[config.mk]
export PLATFORM = sky130hd
export DESIGN_NAME = matrix_keypad_scanner
export DESIGN_NICKNAME = d
export VERILOG_FILES = /design/src/rtl/matrix_keypad_scanner.sv
export SDC_FILE = /design/constraint.sdc
export NUM_CORES = 1
export LEC_CHECK = 0
export ABC_AREA = 1
export CORE_MARGIN = 3
export CORE_UTILIZATION = 63
export CTS_BUF_LIST = sky130_fd_sc_hd__clkbuf_2 sky130_fd_sc_hd__clkbuf_4 sky130_fd_sc_hd__clkbuf_8
export DETAILED_ROUTE_END_ITERATION = 6
export PLACE_DENSITY = 0.87
export SYNTH_ARGS = -nofsm -noshare
export SYNTH_HDL_FRONTEND = slang
export SYNTH_SLANG_ARGS = --single-unit
[constraint.sdc]
create_clock -name clk -period 7 [get_ports clk]
set_input_delay 0.7 -clock clk [delete_from_list [all_inputs] [get_ports clk]]
set_output_delay 0.7 -clock clk [all_outputs]
set_load 0.02 [all_outputs]
[src/rtl/matrix_keypad_scanner.sv]
// Column-scanned keypad reader: drives one column low at a time, debounces whole-scan
// results and hands out one key code per press. Define KEYPAD_REPEAT_EN for auto-repeat.
module matrix_keypad_scanner #(
  parameter int COLS           = 4,
  parameter int ROWS           = 4,
  parameter int SCAN_DIV       = 50000,
  parameter int DEBOUNCE_SCANS = 4,
  parameter int REPEAT_SCANS   = 200,
  localparam int CODE_W        = $clog2(ROWS*COLS)
) (
  input  logic              clk,
  input  logic              r,
  input  logic [ROWS-1:0]   row_n,
  output logic [COLS-1:0]   col_n,
  output logic [CODE_W-1:0] key_code,
  output logic              key_valid,
  input  logic              key_ack,
  output logic              key_held,
  output logic              multi_key,
  output logic              overrun
);
  localparam int KEYS   = ROWS*COLS;
  localparam int SLOT_W = (SCAN_DIV > 1) ? $clog2(SCAN_DIV) : 1;
  localparam int COL_W  = (COLS > 1) ? $clog2(COLS) : 1;
  localparam int CNT_W  = $clog2(DEBOUNCE_SCANS+1);

  typedef enum logic [1:0] {IDLE, DEBOUNCE, PRESSED, RELEASE} state_t;

  logic [SLOT_W-1:0] slot_cnt;
  logic [COL_W-1:0]  col_idx;
  logic [ROWS-1:0]   row_meta, row_sync;
  logic [KEYS-1:0]   scan_map, cur_map;
  logic [1:0]        hits;
  logic [CODE_W-1:0] hit_code;
  logic              sample, scan_end, single, cand_closed, emit;

  state_t            state, state_n;
  logic [CODE_W-1:0] cand, cand_n;
  logic [CNT_W-1:0]  cnt, cnt_n;
`ifdef KEYPAD_REPEAT_EN
  localparam int REP_W = $clog2(REPEAT_SCANS+1);
  logic [REP_W-1:0]  rep, rep_n;
`endif

  assign sample   = (slot_cnt == SLOT_W'(SCAN_DIV-1));
  assign scan_end = sample && (col_idx == COL_W'(COLS-1));
  assign key_held = (state == PRESSED) || (state == RELEASE);

  always_comb begin
    col_n          = '1;
    col_n[col_idx] = 1'b0;
  end

  // Map of closed keys seen so far this scan, including the column sampled now
  always_comb begin
    cur_map = scan_map;
    for (int i = 0; i < ROWS; i++)
      if (!row_sync[i]) cur_map[i*COLS + int'(col_idx)] = 1'b1;
  end

  always_comb begin
    hits     = 2'd0;
    hit_code = '0;
    for (int k = 0; k < KEYS; k++)
      if (cur_map[k]) begin
        if (hits != 2'd2) hits = hits + 2'd1;
        hit_code = CODE_W'(k);
      end
  end

  assign single      = (hits == 2'd1);
  assign cand_closed = cur_map[cand];

  always_ff @(posedge clk) begin
    if (r) begin
      slot_cnt  <= '0;
      col_idx   <= '0;
      row_meta  <= '1;
      row_sync  <= '1;
      scan_map  <= '0;
      multi_key <= 1'b0;
    end else begin
      row_meta <= row_n;
      row_sync <= row_meta;
      if (sample) begin
        slot_cnt <= '0;
        if (scan_end) begin
          col_idx   <= '0;
          scan_map  <= '0;
          multi_key <= (hits == 2'd2);
        end else begin
          col_idx  <= col_idx + 1'b1;
          scan_map <= cur_map;
        end
      end else begin
        slot_cnt <= slot_cnt + 1'b1;
      end
    end
  end

  always_ff @(posedge clk) begin
    if (r) begin
      state <= IDLE;
      cand  <= '0;
      cnt   <= '0;
`ifdef KEYPAD_REPEAT_EN
      rep   <= '0;
`endif
    end else begin
      state <= state_n;
      cand  <= cand_n;
      cnt   <= cnt_n;
`ifdef KEYPAD_REPEAT_EN
      rep   <= rep_n;
`endif
    end
  end

  always_comb begin
    state_n = state;
    cand_n  = cand;
    cnt_n   = cnt;
    emit    = 1'b0;
`ifdef KEYPAD_REPEAT_EN
    rep_n   = rep;
`endif
    if (scan_end) begin
      case (state)
        IDLE:
          if (single) begin
            state_n = DEBOUNCE;
            cand_n  = hit_code;
            cnt_n   = CNT_W'(1);
          end
        DEBOUNCE:
          if (single && hit_code == cand) begin
            if (cnt == CNT_W'(DEBOUNCE_SCANS-1)) begin
              state_n = PRESSED;
              emit    = 1'b1;
`ifdef KEYPAD_REPEAT_EN
              rep_n   = '0;
`endif
            end else begin
              cnt_n = cnt + 1'b1;
            end
          end else begin
            state_n = IDLE;
          end
        PRESSED:
          if (!cand_closed) begin
            state_n = RELEASE;
            cnt_n   = CNT_W'(1);
          end
`ifdef KEYPAD_REPEAT_EN
          else if (rep == REP_W'(REPEAT_SCANS-1)) begin
            emit  = 1'b1;
            rep_n = '0;
          end else begin
            rep_n = rep + 1'b1;
          end
`endif
        RELEASE:
          if (cand_closed) begin
            state_n = PRESSED;
`ifdef KEYPAD_REPEAT_EN
            rep_n   = '0;
`endif
          end else if (cnt == CNT_W'(DEBOUNCE_SCANS-1)) begin
            state_n = IDLE;
          end else begin
            cnt_n = cnt + 1'b1;
          end
        default: state_n = IDLE;
      endcase
    end
  end

  // An ack in the same cycle frees the slot, so a simultaneous emit is not an overrun
  always_ff @(posedge clk) begin
    if (r) begin
      key_code  <= '0;
      key_valid <= 1'b0;
      overrun   <= 1'b0;
    end else if (emit && (!key_valid || key_ack)) begin
      key_code  <= cand;
      key_valid <= 1'b1;
    end else if (emit) begin
      overrun   <= 1'b1;
    end else if (key_valid && key_ack) begin
      key_valid <= 1'b0;
    end
  end
endmodule

# [Yosys cells after proc, flatten, opt, wreduce, memory -nomap -nowiden]
# Cells that the tools add are included.
[classes] add_sub_neg=21 multipliers=0 n_div=0 n_lt_le_gt_ge=11 n_eq_ne=31 shifts=0 muxes=84 bitwise=6 n_reduce_logical=21
[op_table] op="2-to-1 mux 16 bit" count=5
[op_table] op="2-to-1 mux 2 bit" count=37
[op_table] op="2-to-1 mux 4 bit" count=14
[op_table] op="OR 16 bit" count=3
[op_table] op="!= test 2 bit (second input constant)" count=19
[op_table] op="adder 2 x 1 -> 2 bit (second input constant)" count=16
[op_table] op="adder 16 x 1 -> 16 bit (second input constant)" count=1
[op_table] op="equality test 16 bit (second input constant)" count=1
[op_table] op="OR 16 x 4 -> 16 bit" count=1
[op_table] op="2-to-1 mux 1 bit" count=15
[op_table] op="2-to-1 mux 3 bit" count=5
[op_table] op="demux 1 bit (select 4 bit)" count=3
[op_table] op="one-hot mux 3 bit (4 select lines)" count=1
[op_table] op="adder 4 x 2 -> 5 bit (first input constant)" count=2
[op_table] op=">= comparator 5 x 1 -> 1 bit (second input constant)" count=2
[op_table] op="< comparator 4 x 5 -> 1 bit (second input constant)" count=2
[op_table] op="< comparator 5 bit (second input constant)" count=2
[op_table] op="AND reduction 5 bit" count=2
[op_table] op="logical AND 1 bit" count=9
[op_table] op="equality test 2 bit (second input constant)" count=4
[op_table] op="one-hot mux 2 bit (4 select lines)" count=1
[op_table] op="AND reduction 2 bit" count=3
[op_table] op="< comparator 2 x 5 -> 1 bit (second input constant)" count=1
[op_table] op="adder 3 x 2 -> 4 bit (first input constant)" count=1
[op_table] op="20 further kinds" count=24
[totals] reg_bits=58 latch_bits=0 ramBits=0 rom_bits=0 input_bits=7 output_inout_bits=12 mem_count=0

# [Depth between registers and ports, before layout]
[depth] ltp_word=66 mapped_depth=59 ltp_nobuf=58

# [Worst setup path after synthesis]
# No wires, ideal clock.
[synth_path] path_kind="reg2reg" startpoint="register col_idx[1]" endpoint="register cnt[1]" setup_ns=0.115 t_arrival_ns=4.992 slack_ns=1.893 path_stages_with_launch=51 path_buffers=1 path_cell_list="dfxtp_1 -> inv_1 -> ha_1 -> clkbuf_1 -> nand2_1 -> nand2_1 -> inv_1 -> ha_1 -> nand3b_2 -> nand2_2 -> nor2_2 -> inv_1 -> nand3_1 -> o21ai_2 -> nand3_1 -> nand2_2 -> inv_1 -> nand2_1 -> [15 not listed] -> nand2_1 -> nand2_2 -> nor2_1 -> nand2_1 -> nand2_1 -> nand2_1 -> xor2_1 -> inv_1 -> ha_1 -> or2_2 -> nand2_2 -> nor2_4 -> nand2_2 -> nand2_1 -> inv_2 -> nor2_2 -> o21ai_1 -> nor2_1"
[synth_between] elab_chain_cells=62 elab_cells_between_ends=119 cone_classes="add/sub (18); order compare (8); eq/ne (22); mux (60); bitwise (4); reduce/logical (7)"
[synth_lines] item="from (decl)" line="30" text="logic [COL_W-1:0] col_idx;"
[synth_lines] item="from (signal assigned)" line="92" text="col_idx <= col_idx + 1'b1;"
[synth_lines] item="parallel branches: the longest is 61 deep, another holds < comparator 4 x 5 -> 1 bit"
[synth_lines] item="AND reduction 5 bit (no line) (*)"
[synth_lines] item="to (signal assigned)" line="112" text="cnt <= cnt_n;"
[synth_lines] item="to (decl)" line="39" text="logic [CNT_W-1:0] cnt, cnt_n;"
# Every way passes the cells marked *. The select of a mux whose other input is x is not followed.
# A chain may end at the register's enable or synchronous reset.

# [Worst setup path in the final report]
[layout_path] startpoint="register col_idx[1]" endpoint="register key_code[1]"
[layout_between] elab_chain_cells=64 elab_cells_between_ends=116 cone_classes="add/sub (18); order compare (8); eq/ne (18); mux (61); bitwise (4); reduce/logical (7)"
[layout_lines] item="parallel branches: the longest is 62 deep, another holds < comparator 4 x 5 -> 1 bit"
[layout_lines] item="2-to-1 mux 1 bit (*)" line="127" text="if (scan_end) begin"
[layout_lines] item="logical AND 1 bit (*)" line="184" text="end else if (emit && (!key_valid || key_ack)) begin"
[layout_lines] item="to (signal assigned)" line="185" text="key_code <= cand;"
[layout_lines] item="to (decl)" line="15" text="output logic [CODE_W-1:0] key_code,"
# Every way passes the cells marked *.

==> key figures <==
Clock tree
  • Total clock sinks: a little under 60
  • CTS tree: done
  • Num CTS Buffers: 9
  • Clk pin slew, worst setup/hold paths: approximately 0.060 ns
  • CTS H-tree lvls: 3
  • Setup Fix Bufs, Post-CTS: 0
  • Clock latency at the later pin of the worst-skew pair: 0.35 ns
  • CTS resizes: 0
  • CTS Hold Bufs: 0
  • Clock buffer depth: 2
  • Root Driver: clkbuf_8

GRT
  • Largest net degree at the start of global routing: 18
  • Vias in the first global route: just over 4000
  • GRT met1 Usage: 31.0%
  • Met2 Use GR: between 40% and 50%
  • First-pass GRT wire length: roughly 17000 um
  • Met3 Use GR: under 10%
  • Tot GR Track Use: approximately a quarter
  • Busiest grt layer: met2
  • Total global routing overflow: 0
  • Initial antenna violation count: 0

Floorplan
  • Initial Util: between 60% and 70%
  • Area of the die: 7810 um^2
  • Row cnt: 29
  • Core area: approximately 6500 um^2
  • Die width: about 88 um
  • Die height: roughly 88 um
  • IO Count: 19

Timing
  • Setup violators final: 0
  • Setup Skew: approximately 0.012 ns
  • Final slew viol count: 0
  • Final hold violations: 0
  • RSZ-0062 raised after global routing: no
  • Tightest Pin Transition: ~0.68 ns
  • Min cycle time layout: about 5.9 ns
  • Worst slew margin: a little over half
  • Setup TNS: 0 ns
  • Final Cycle Share: between 80 and 90%
  • Fmax: approximately 170 MHz

Placed design
  • DP HPWL: 7170 um
  • Port Buffer Count: 18
  • RD Place Congestion: around 0.9

Finish
  • Share of layout cells above drive strength 1: a little over an eighth
  • # nets final: about 740
  • Antenna diode count: 0
  • Area Growth Syn to Fin: 9.40%

Critical path
  • R2r startpoint: col_idx[1]$_SDFFE_PP0P_
  • Max incr delay on CP: between 0.3 and 0.4 ns
  • Critical path origin: col_idx[1]$_SDFFE_PP0P_
  • Critical Path RT: roughly 7.3 ns
  • Worst path most repeated cell: nand2_1
  • Crit path DAT: 6.16 ns
  • Crit path max fanout: 9
  • Crit path buf inv count: 7
  • Crit path max-delay family: simple AND/OR/NAND/NOR gates
  • Critical-path top delay cell: ha_1
  • Critical path launch point type: register
  • Path type of the worst setup path: register to register
  • CP Capture Type: register

Synthesis
  • Synth Flop Type: dfxtp_1
  • Post-synth EDFFs: 0
  • Seq cells post-synth: 58
  • Synthesized area per cell: 6.05 um^2
  • Top cells by count, synth: 192 x nand2_1, 101 x inv_1, 79 x nor2_1
  • Syn Inst Count: 706
  • Largest cells by area after synthesis: dfxtp_1 27%, nand2_1 17%, inv_1 8.9%, nand3_1 7.1%, nor2_1 6.9%
  • Syn Nets: 725
  • Post-Syn Area: ~4300 um^2
  • Synth unique cells: 39
  • YS warnings: 0
  • Register area share after synthesis: 27.2%
  • Most frequent cell after synthesis: nand2_1
  • Share of the synthesized area in the top cell type: 27.2%
  • Async set or reset register ratio after synthesis: 0%
  • Area leader, netlist: dfxtp_1

Routing
  • Starting DRC count in detailed routing: ~320
  • DR vias: 4320
  • DRC violations left: 0
  • Average routed wire per standard cell: roughly 12 um
  • Total routed wirelength: 9730 um
  • Detail Route Antenna Nets: 0
  • DR pass1 iterations: 6
  • Vias per Instance: 5.37

Job
  • Max-cap violation count: 0

Pwr
  • Lkg Pwr: 0.00222 uW
  • Pwr Density: about 150 nW/um^2
  • Power, Total: 689 uW
  • Maximum VDD drop: approximately 0.16 mV

Min path
  • Hold_sp: row_meta[0]$_SDFF_PP1_
  • Hold crit path type: register to register

Status
  • Status: finished clean
==> path summary, 6_finish.rpt <==
path / endpoint / slack [ns] / cells after the start
setup / recovery: key_code[1]$_SDFFE_PP0P_ / 1.12 / 48
hold / removal: row_sync[0]$_SDFF_PP1_ / 0.41 / 1
setup reg to reg: key_code[1]$_SDFFE_PP0P_ / 1.12 / 48
hold reg to reg: row_sync[0]$_SDFF_PP1_ / 0.41 / 1
==> worst register-to-register path: cells and delay by family (launching register included) <==
| family | cells | cell delay (ns) |
|---|---|---|
| and+or+nand+nor | 34 | 3.23 |
| adders and majority gates | 3 | 0.93 |
| AOI/OAI and AO/OA | 3 | 0.64 |
| buffers and inverters | 7 | 0.50 |
| DFF | 1 | 0.33 |
| xor gates and xnor gates | 1 | 0.17 |
==> through the flow <==
step | std cells | utilization (%) | worst slack, ns | hold slack (ns) | area [um^2]
floorplan | 706 | - | 1.89 | 0.389 | 4270
global placement | 790 | 69.7 | 1.44 | 0.391 | 4500
detailed placement | 790 | 69.7 | 1.23 | 0.398 | 4500
CTS | 805 | 72.4 | 1.17 | 0.412 | 4670
global route | 805 | 72.4 | 0.398 | 0.428 | 4670
finish | 805 | 72.4 | 1.12 | 0.412 | 4670
==> layout by cell type (no fill, tap or decap), drive strengths merged <==
master / count
nor4: 4
xnor2: 1
a31oi: 1
clkdlybuf4s50: 18
dfxtp: 58
a21oi: 50
o21ai: 31
and3: 1
xor2: 8
nand3b: 1
clkbuf: 12
nand3: 69
o21bai: 1
or2: 10
o22ai: 1
clkinv: 5
nor3b: 3
nand2: 230
nor3: 9
o21a: 1
and2: 1
nor2: 84
nand4: 6
inv: 111
ha: 12
==> logic make-up (layout without fill, tap and decap cells) <==
group / after synthesis / in the layout / synth area share, %
flops: 58 / 58 / 27.2
buf+inv: 124 / 146 / 11.1
xor+xnor: 9 / 9 / 1.84
compound gates: 85 / 85 / 11.2
fa+ha+maj: 12 / 12 / 3.51
simple gates: 418 / 418 / 45.2
==> power by group <==
part | internal (uW) | total, uW | switching, uW
logic | 26.0 | 75.8 | 49.8
clock network | 148 | 277 | 130
registers | 334 | 336 | 1.96
==> metal layers <==
layer	routed length, um	vias to the layer above
li1	-	2250
met4	173	0
met5	0	-
met1	4320	1938
met2	4820	115
met3	413	17
==> state kept, by name, indices dropped and copies added (netlist names) <==
register and flops:
row_sync 4, cand 4, key_valid 1, row_meta 4, overrun 1, state 2
cnt 3, scan_map 16, key_code 4, slot_cnt 16, col_idx 2, multi_key 1
==> cell type report <==
class	instances	area [um^2]
multi-input combinational	524	2640
fill	538	1780
sequential	58	1160
inverter	113	427
timing repair buffer	18	180
clock buffer	12	159
tap	77	96.3
clock inverter	3	15.0
Power figures use the tool's default switching activity.
==> variant (same flow settings) <==
The parameter `COLS` goes from 4 to 8.
--- a/src/rtl/matrix_keypad_scanner.sv
+++ b/src/rtl/matrix_keypad_scanner.sv
@@ -1,7 +1,7 @@
 // Column-scanned keypad reader: drives one column low at a time, debounces whole-scan
 // results and hands out one key code per press. Define KEYPAD_REPEAT_EN for auto-repeat.
 module matrix_keypad_scanner #(
-  parameter int COLS           = 4,
+  parameter int COLS           = 8,
   parameter int ROWS           = 4,
   parameter int SCAN_DIV       = 50000,
   parameter int DEBOUNCE_SCANS = 4,
Ports: changed (resized col_n and key_code); port bits go from 19 to 24. No check against the original RTL was run, so the function may have changed too.
==> variant against the original RTL <==
The flow now finishes with violations (DRC, setup timing). First-iteration DRC count rose to 3.9 times the old value. Power rose by 43%. Critical path depth rose by 51. Via count rose by 100%. Synthesized area rose by 59%. Sequential cell count rose by 19. Cell area rose by 87%. Worst hold slack improved by 0.012 ns. Wire length rose by 140%. Worst setup slack got worse by 4.0 ns. Largest cell class unchanged. Largest power group unchanged.
==> variant: results (changes against the original RTL) <==
sequential area share after synthesis=0.2266 (-0.04511); total CTS buffers=9 (unchanged); Inst Count DP=1441 (+82%); Synth cell types=44 (+13%); NetSw=301.0 uW (+66%); layout cells sized above 1=0.2953 (+0.1621); top cells by count, synth=nand2_1, nor2_1, inv_1; asr flop ratio synth=0 (unchanged); Post-Synth Adder-Cell Area=0.01840 (-0.01674); PnR worst setup slack=-2.877 ns (-3.997 ns); Synth Area in Compound Gates=0.1231 (+0.01121); Wirelength per Cell=15.74 um (+30%); P_leak=0.004041 uW (+82%); Root Driver=clkbuf_8; post-place setup slack=-2.070 ns (-3.302 ns); clk_lat worst skew=0.35 ns (about the same); Slew @ Worst Pin=1.276 ns (+0.5992 ns); Post-Place Cell Area=0.007750 mm^2 (+72%); vias in the first global route=7341 (+80%); status=complete, but fails checks; global-route wire length before repair=31650 um (+88%); YS warnings=0 (unchanged); final wirelength=23250 um (+140%); arrival time at the worst endpoint=10.14 ns (+3.98 ns); syn_nets=1250 (+72%); clock skew=0.01076 ns (-0.001182 ns); worst setup path startpoint=col_idx[2]$_SDFFE_PP0P_; largest net degree at the start of global routing=35 (+17); Worst path max stage delay=0.36 ns (-0.02 ns); H-tree levels=3 (unchanged); GRT Total Usage=0.3179 (+0.05419); Avg Cell Area, Syn=5.516 um^2 (-8.9%); gpl congestion=0.9212 (+3.1%); DRC violations left=30 (+30); clock slew at the register clock pins of the worst setup and hold paths=0.08 ns (+0.02 ns); Post-Synth XOR/XNOR Area=0.005151 (-0.01330); Iteration-0 DRC Markers=1255 (+290%); Final HPWL DP=13580 um (+89%); buffers added on ports=23 (+5); slowest stage cell, crit path=dfxtp_4; Largest regs=scan_map: 32 flops, slot_cnt: 16 flops; setup TNS=-48.99 ns (-48.99 ns); Most used DFF post-synth=dfxtp_1; DRT Pass-1 Iters=7 (+1); total number of vias=8839 (+100%); Peak VDD IR=0.0001324 V (-15%); synth top area cells=dfxtp_1, nand2_1, nor2_1; CP max FO=5 (-4); failing checks=DRC, setup timing; setup violators final=18 (+18)
## variant: routing by layer
metal,vias to the layer above,GRT usage,wire length [um]
met5,-,0,0
met4,0,0.1167,1414
met3,183,0.04698,2267
met2,619,0.5516,10660
met1,3923,0.3972,8915
li1,4114,-,-
## variant: path summary, 6_finish.rpt
path | end | slack (ns) | cells past startpoint
max | cnt[1]$_SDFFE_PP0P_ | -2.88 | 99
min | row_sync[0]$_SDFF_PP1_ | 0.42 | 1
max reg2reg | cnt[1]$_SDFFE_PP0P_ | -2.88 | 99
min reg2reg | row_sync[0]$_SDFF_PP1_ | 0.42 | 1
## variant: repair_timing
action,4_1_cts,5_1_grt
gates resized for setup,58,136
buffers inserted,9,10
hold buffers,0,0
setup endpoints to repair,18,18
pin swaps,40,84
cloned,1,0
## variant: cell families (layout without fill, tap and decap cells)
| group | after synthesis | count (layout) |
|---|---|---|
| buffers and inverters | 189 | 296 |
| AOI/OAI and AO/OA | 157 | 157 |
| and+or+nand+nor | 796 | 797 |
| DFF | 77 | 77 |
| xor gates and xnor gates | 4 | 4 |
| adders and majority gates | 10 | 10 |
## variant: power groups by stage
stage	clock [uW]	combinational (uW)	sequential, uW
after CTS	352	149	443
after global placement	0	133	453
after global routing	370	200	444
after detailed placement	0	136	454
after floorplan	0	106	453
final	356	185	443
## variant: area by class of cell
| type | instances | area, um^2 |
|---|---|---|
| clock inverter | 5 | 60.06 |
| inverter | 173 | 656.9 |
| sequential | 77 | 1548 |
| timing repair buffer | 107 | 868.3 |
| tap | 136 | 170.2 |
| clock buffer | 11 | 145.1 |
| fill | 668 | 1693 |
| multi-input combinational | 968 | 5275 |
